`src/rtl/stoch_to_bin_count.sv`:
```
// Stochastic-to-binary decoder: counts ones of a qualified bitstream over a WINDOW-sample window.
// Define S2B_BIPOLAR_EN for bipolar output (2*ones - window); the default build is unipolar.
module stoch_to_bin_count #(
    parameter int CW = 16
) (
    input  logic          TRIG,
    input  logic          RESET,
    input  logic          START,
    input  logic [CW-1:0] WINDOW,
    input  logic          IN_BIT,
    input  logic          IN_EN,
    output logic          BUSY,
    output logic          OUT_VALID,
    input  logic          OUT_READY,
    output logic [CW:0]   COUNT
);

    typedef enum logic [1:0] {
        S_IDLE,
        S_COUNT,
        S_DONE
    } state_t;

    state_t        state;
    logic [CW-1:0] remaining;
    logic [CW-1:0] acc;
    logic [CW-1:0] acc_next;
    logic [CW:0]   result;
    logic [CW:0]   count_q;
    logic          busy_q;
    logic          valid_q;
    logic          accept;
    logic          last_sample;

`ifdef S2B_BIPOLAR_EN
    logic [CW-1:0] win_q;
`endif

    // A new window is accepted from IDLE, or from DONE only together with the result handshake.
    assign accept      = START && ((state == S_IDLE) || ((state == S_DONE) && OUT_READY));
    assign acc_next    = acc + CW'(IN_BIT);
    assign last_sample = IN_EN && (remaining == CW'(1));

`ifdef S2B_BIPOLAR_EN
    // Two's-complement bipolar value; acc_next <= win_q so the result stays within [-win_q, +win_q].
    assign result = {acc_next, 1'b0} - {1'b0, win_q};
`else
    assign result = {1'b0, acc_next};
`endif

    // NOTE: every register here sits on the async reset, so an abort mid-window clears the
    // partial count and the result at once rather than on the next clock edge.
    always_ff @(posedge TRIG or posedge RESET) begin
        if (RESET) begin
            state     <= S_IDLE;
            remaining <= '0;
            acc       <= '0;
            count_q   <= '0;
            busy_q    <= 1'b0;
            valid_q   <= 1'b0;
`ifdef S2B_BIPOLAR_EN
            win_q     <= '0;
`endif
        end else begin
            case (state)
                S_IDLE, S_DONE: begin
                    if (accept) begin
                        remaining <= WINDOW;
                        acc       <= '0;
`ifdef S2B_BIPOLAR_EN
                        win_q     <= WINDOW;
`endif
                        if (WINDOW != '0) begin
                            state   <= S_COUNT;
                            busy_q  <= 1'b1;
                            valid_q <= 1'b0;
                        end else begin
                            // Empty window: result is zero in either coding.
                            state   <= S_DONE;
                            busy_q  <= 1'b0;
                            valid_q <= 1'b1;
                            count_q <= '0;
                        end
                    end else if ((state == S_DONE) && OUT_READY) begin
                        state   <= S_IDLE;
                        valid_q <= 1'b0;
                    end
                end

                S_COUNT: begin
                    // IN_EN low stalls the window; there is no timeout.
                    if (IN_EN) begin
                        acc       <= acc_next;
                        remaining <= remaining - CW'(1);
                        if (last_sample) begin
                            count_q <= result;
                            state   <= S_DONE;
                            busy_q  <= 1'b0;
                            valid_q <= 1'b1;
                        end
                    end
                end

                default: begin
                    state   <= S_IDLE;
                    busy_q  <= 1'b0;
                    valid_q <= 1'b0;
                end
            endcase
        end
    end

    assign BUSY      = busy_q;
    assign OUT_VALID = valid_q;
    assign COUNT     = count_q;

endmodule

```
`config.mk`:
```
export PLATFORM = sky130hd
export DESIGN_NAME = stoch_to_bin_count
export DESIGN_NICKNAME = d
export VERILOG_FILES = /design/src/rtl/stoch_to_bin_count.sv
export SDC_FILE = /design/constraint.sdc
export NUM_CORES = 1
export LEC_CHECK = 0
export ABC_AREA = 1
export CORE_AREA = 3 3 106 57
export CTS_BUF_LIST = sky130_fd_sc_hd__clkbuf_8
export DETAILED_ROUTE_END_ITERATION = 16
export DIE_AREA = 0 0 109 60
export DONT_BUFFER_PORTS = 1
export MAX_ROUTING_LAYER = met4
export PLACE_DENSITY = 0.74
export SYNTH_ARGS = -nofsm -noshare
export SYNTH_HDL_FRONTEND = slang
export SYNTH_SLANG_ARGS = --single-unit
```
`constraint.sdc`:
```
create_clock -name TRIG -period 3.7 [get_ports TRIG]
set_input_delay 0.37 -clock TRIG [delete_from_list [all_inputs] [get_ports TRIG]]
set_output_delay 0.37 -clock TRIG [all_outputs]
set_load 0.05 [all_outputs]
```
==> metrics.md <==
| Metric | Value |
|---|---|
| Pwr Total | roughly 2.1 mW |
| Part of the Yosys area used for sequential elements | between 40% and 50% |
| Clock Latency Late Sink | 310 ps |
| Global route overflow | 0 |
| Arrival @ worst endpoint | 2520 ps |
| Top post-synthesis cells by count | 168 x sky130_fd_sc_hd__nand2_1, 63 x sky130_fd_sc_hd__nor2_1, 51 x sky130_fd_sc_hd__dfrtp_1 |
| Flip-flop and latch count after synthesis | 51 |
| Master cell of the clock root buffer | sky130_fd_sc_hd__clkbuf_8 |
| Post-layout net count | about 470 |
| Total routing resource utilization after global routing | 23.6% |
| DRC violations left | 0 |
| Global-route met1 utilization | around 30% |
| Number of buffers added for setup after CTS | 0 |
| Number of primary I/O pins | 41 |
| R2R Setup Slk | 1380 ps |
| Pins over their slew limit | 0 |
| CP max stage cell | sky130_fd_sc_hd__dfrtp_1 |
| Post-synthesis share of cell area spent on xor and xnor gates | 0.284% |
| WHS | 190 ps |
| Worst min-delay path class | in -> async |
| Synth Area in Compound Gates | 8.75% |
| Number of CTS-inserted buffers | 5 |
| Worst path required time | about 4000 ps |
| Post-synth EDFFs | 0 |
| Count of hold-fix buffers inserted at cts | 0 |
| Antenna fix cells | 0 |
| Critical Path Max Stage Delay | roughly 640 ps |
| Worst setup margin | 1380 ps |
| Post-cts gate resize count | 0 |
| Kind of critical path | reg -> reg |
| Vias in the first global route | around 2600 |
| Die width | 109 µm |
| Count of cell types in the netlist | 32 |
| Post-Synth Simple-Gate Area | 39.6% |
| Layout area overhead | 3.12% |
| Startpoint type of the worst setup path | flip-flop |
| Area enclosed by the die boundary | between 6000 and 7000 µm² |
| Area share of the largest cell type after synthesis | 41.3% |
| Die Height | 60 µm |
| Maximum number of pins on one net before global-route repair | 52 |
| Worst Clk Skew | 11.8 ps |
| Standard-cell row count | 18 |
| CTS H-tree lvls | 2 |
| Run status | finished, final reports clean |
| Async set-or-reset flop fraction in the synthesized netlist | 100% |
| Overall routed net length | around 6900 µm |
| Most instantiated flip-flop cell in the synthesis netlist | sky130_fd_sc_hd__dfrtp_1 |
| Final critical delay including setup and external delays | ~2300 ps |
| Final hold vios | 0 |
| Number of vias in the routed layout | 2761 |
| Clock tree from TritonCTS | built |
| Total of endpoints with negative setup slack in the final report | 0 |
| Dominant combinational cell family by area after synthesis | simple AND/OR/NAND/NOR gates |
| Final clock period utilization by the worst path | 62.7% |
| Unrepaired setup endpoints after global routing | no |
| Top cell type by total area after synthesis | sky130_fd_sc_hd__dfrtp_1 |
| Routability congestion estimate from global placement | just under 0.9 |
| Worst setup EP type | flip-flop |
| First-iteration detailed-routing DRC count | 163 |
| # port buffers | 0 |
| Core region area | 5020 µm² |
| Normalized max-slew margin | between 20 and 30% |
| Warning count from the yosys run | 0 |
| Number of nets in the synthesized netlist | 478 |
| Initial core utilization | around three fifths |
| Clock transition at the registers of the reported paths | about 100 ps |
| Number of sinks driven by the clock tree | 51 |
| CTS max path bufs | 2 |
| Portion of netlist area occupied by mux cells | 0% |
| Number of detailed-route iterations in the first pass | 5 |
| Critical path, cell by cell | nor2_8 -> nand2_1 -> nand2_2 -> buf_4 -> o21ai_1 -> o21ai_1 -> nand2_1 |
| Grt peak-use layer | met2 |
| Number of max-capacitance violations reported | 0 |
| Filler Cells Inserted | 468 |
| Final setup TNS | 0 ps |
| Power per standard cell area | 674 nW/µm² |
| Leakage | 1.60 nW |
| Initial antenna violation count | 0 |
| DP Worst Slack | 1420 ps |
| Layout cell share with drive strength beyond 1 | 6.26% |
| Average size of a mapped cell | 6.83 µm² |
| Max IR drop VDD | 0.324 mV |
| Fmax | 431 MHz |
| Met2 track utilization from global routing | 39.3% |
| Global routing usage on met3 | 6.26% |
| DR WL/cell | 13.4 µm |
| Crit Path Max Fanout | 45 |
| Syn Std Cell Area | between 3000 and 4000 µm² |
| Wire length of the first global-routing pass | 11600 µm |
| Library cell with the highest instance count after synthesis | sky130_fd_sc_hd__nand2_1 |
| Mean number of vias per cell | 5.34 |
| Adder-cell share of the synthesized area | under 10% |
| Number of routed nets with antenna violations | 0 |
| Dominant cells by area after synthesis | sky130_fd_sc_hd__dfrtp_1 41%, sky130_fd_sc_hd__nand2_1 20%, sky130_fd_sc_hd__nor2_1 7.7%, sky130_fd_sc_hd__inv_1 4.9%, sky130_fd_sc_hd__nand3_1 4.9% |
| Number of instances in the synthesized netlist | ~450 |
| Worst-margin pin slew | 1070 ps |
| Half-perimeter wire length of the detailed placement result | 4770 µm |
-- placed cells by master (no fill, tap or decap), types with 2 or more instances in the layout --
| cell | n |
|---|---|
| sky130_fd_sc_hd__nand2_1 | 168 |
| sky130_fd_sc_hd__nor2_1 | 63 |
| sky130_fd_sc_hd__dfrtp_1 | 51 |
| sky130_fd_sc_hd__inv_1 | 40 |
| sky130_fd_sc_hd__nand3_1 | 30 |
| sky130_fd_sc_hd__o21ai_0 | 24 |
| sky130_fd_sc_hd__o21ai_1 | 11 |
| sky130_fd_sc_hd__a21oi_1 | 11 |
| sky130_fd_sc_hd__nand4_1 | 6 |
| sky130_fd_sc_hd__clkbuf_8 | 6 |
| sky130_fd_sc_hd__inv_2 | 4 |
| sky130_fd_sc_hd__nand2_2 | 4 |
| sky130_fd_sc_hd__nor2_2 | 4 |
| sky130_fd_sc_hd__nor3_1 | 4 |
| sky130_fd_sc_hd__ha_1 | 4 |
| sky130_fd_sc_hd__nand3_2 | 2 |
| sky130_fd_sc_hd__nor2_4 | 2 |
-- worst max-delay path, delay by kind of cell, from the launching register on --
kind	cells	cell delay, ps
and+or+nand+nor	4	910
AOI/OAI and AO/OA	2	290
DFF	1	640
buffers and inverters	1	350
-- report_power, final --
| part | internal, mW | switching, mW |
|---|---|---|
| logic | 0.263 | 0.652 |
| clock network | 0.151 | 0.196 |
| registers | 0.684 | 0.199 |
| total | 1.10 | 1.05 |
-- state kept, by name, summed over array words and instances, names as in the netlist --
register,cells
COUNT,16
BUSY,1
state,2
acc,16
remaining,16
-- routing by layer --
layer	up-vias	wire, µm
li1	1410	-
met1	1260	3300
met2	84	3130
met3	7	471
met4	0	43
met5	-	0
-- path summary, 6_finish.rpt --
kind,start,end,depth (start not counted)
worst max-delay path,state[1]$_DFFE_PP0P_,remaining[8]$_DFFE_PP0P_,7
worst min-delay path,RESET,acc[13]$_DFFE_PP0P_,1
worst max register to register,state[1]$_DFFE_PP0P_,remaining[8]$_DFFE_PP0P_,7
worst min register to register,acc[0]$_DFFE_PP0P_,acc[0]$_DFFE_PP0P_,2
max in group asynchronous,RESET,remaining[10]$_DFFE_PP0P_,1
min in group TRIG,WINDOW[4],remaining[4]$_DFFE_PP0P_,2
-- final cells by class --
type	instances	area (µm²)	share of cell area, %
inverter	43	161	5.07
multi-input combinational	344	1560	48.9
clock inverter	2	12.5	0.393
timing repair buffer	1	7.51	0.236
tap	70	87.6	2.75
clock buffer	6	82.6	2.59
sequential	51	1280	40.1
-- logic make-up after synthesis --
family          count (synthesis)
compound gates                 51
xor+xnor                        1
fa+ha+maj                       4
buf+inv                        57
flops                          51
other cells                     1
simple gates                  287
-- stage by stage --
stage | cell area [µm²] | util, % | cells
floorplan | 3090 | - | 452
global placement | 3090 | 61.5 | 509
detailed placement | 3090 | 61.5 | 509
CTS | 3180 | 63.4 | 517
global route | 3180 | 63.4 | 517
finish | 3180 | 63.4 | 517
Power figures use the tool's default switching activity.
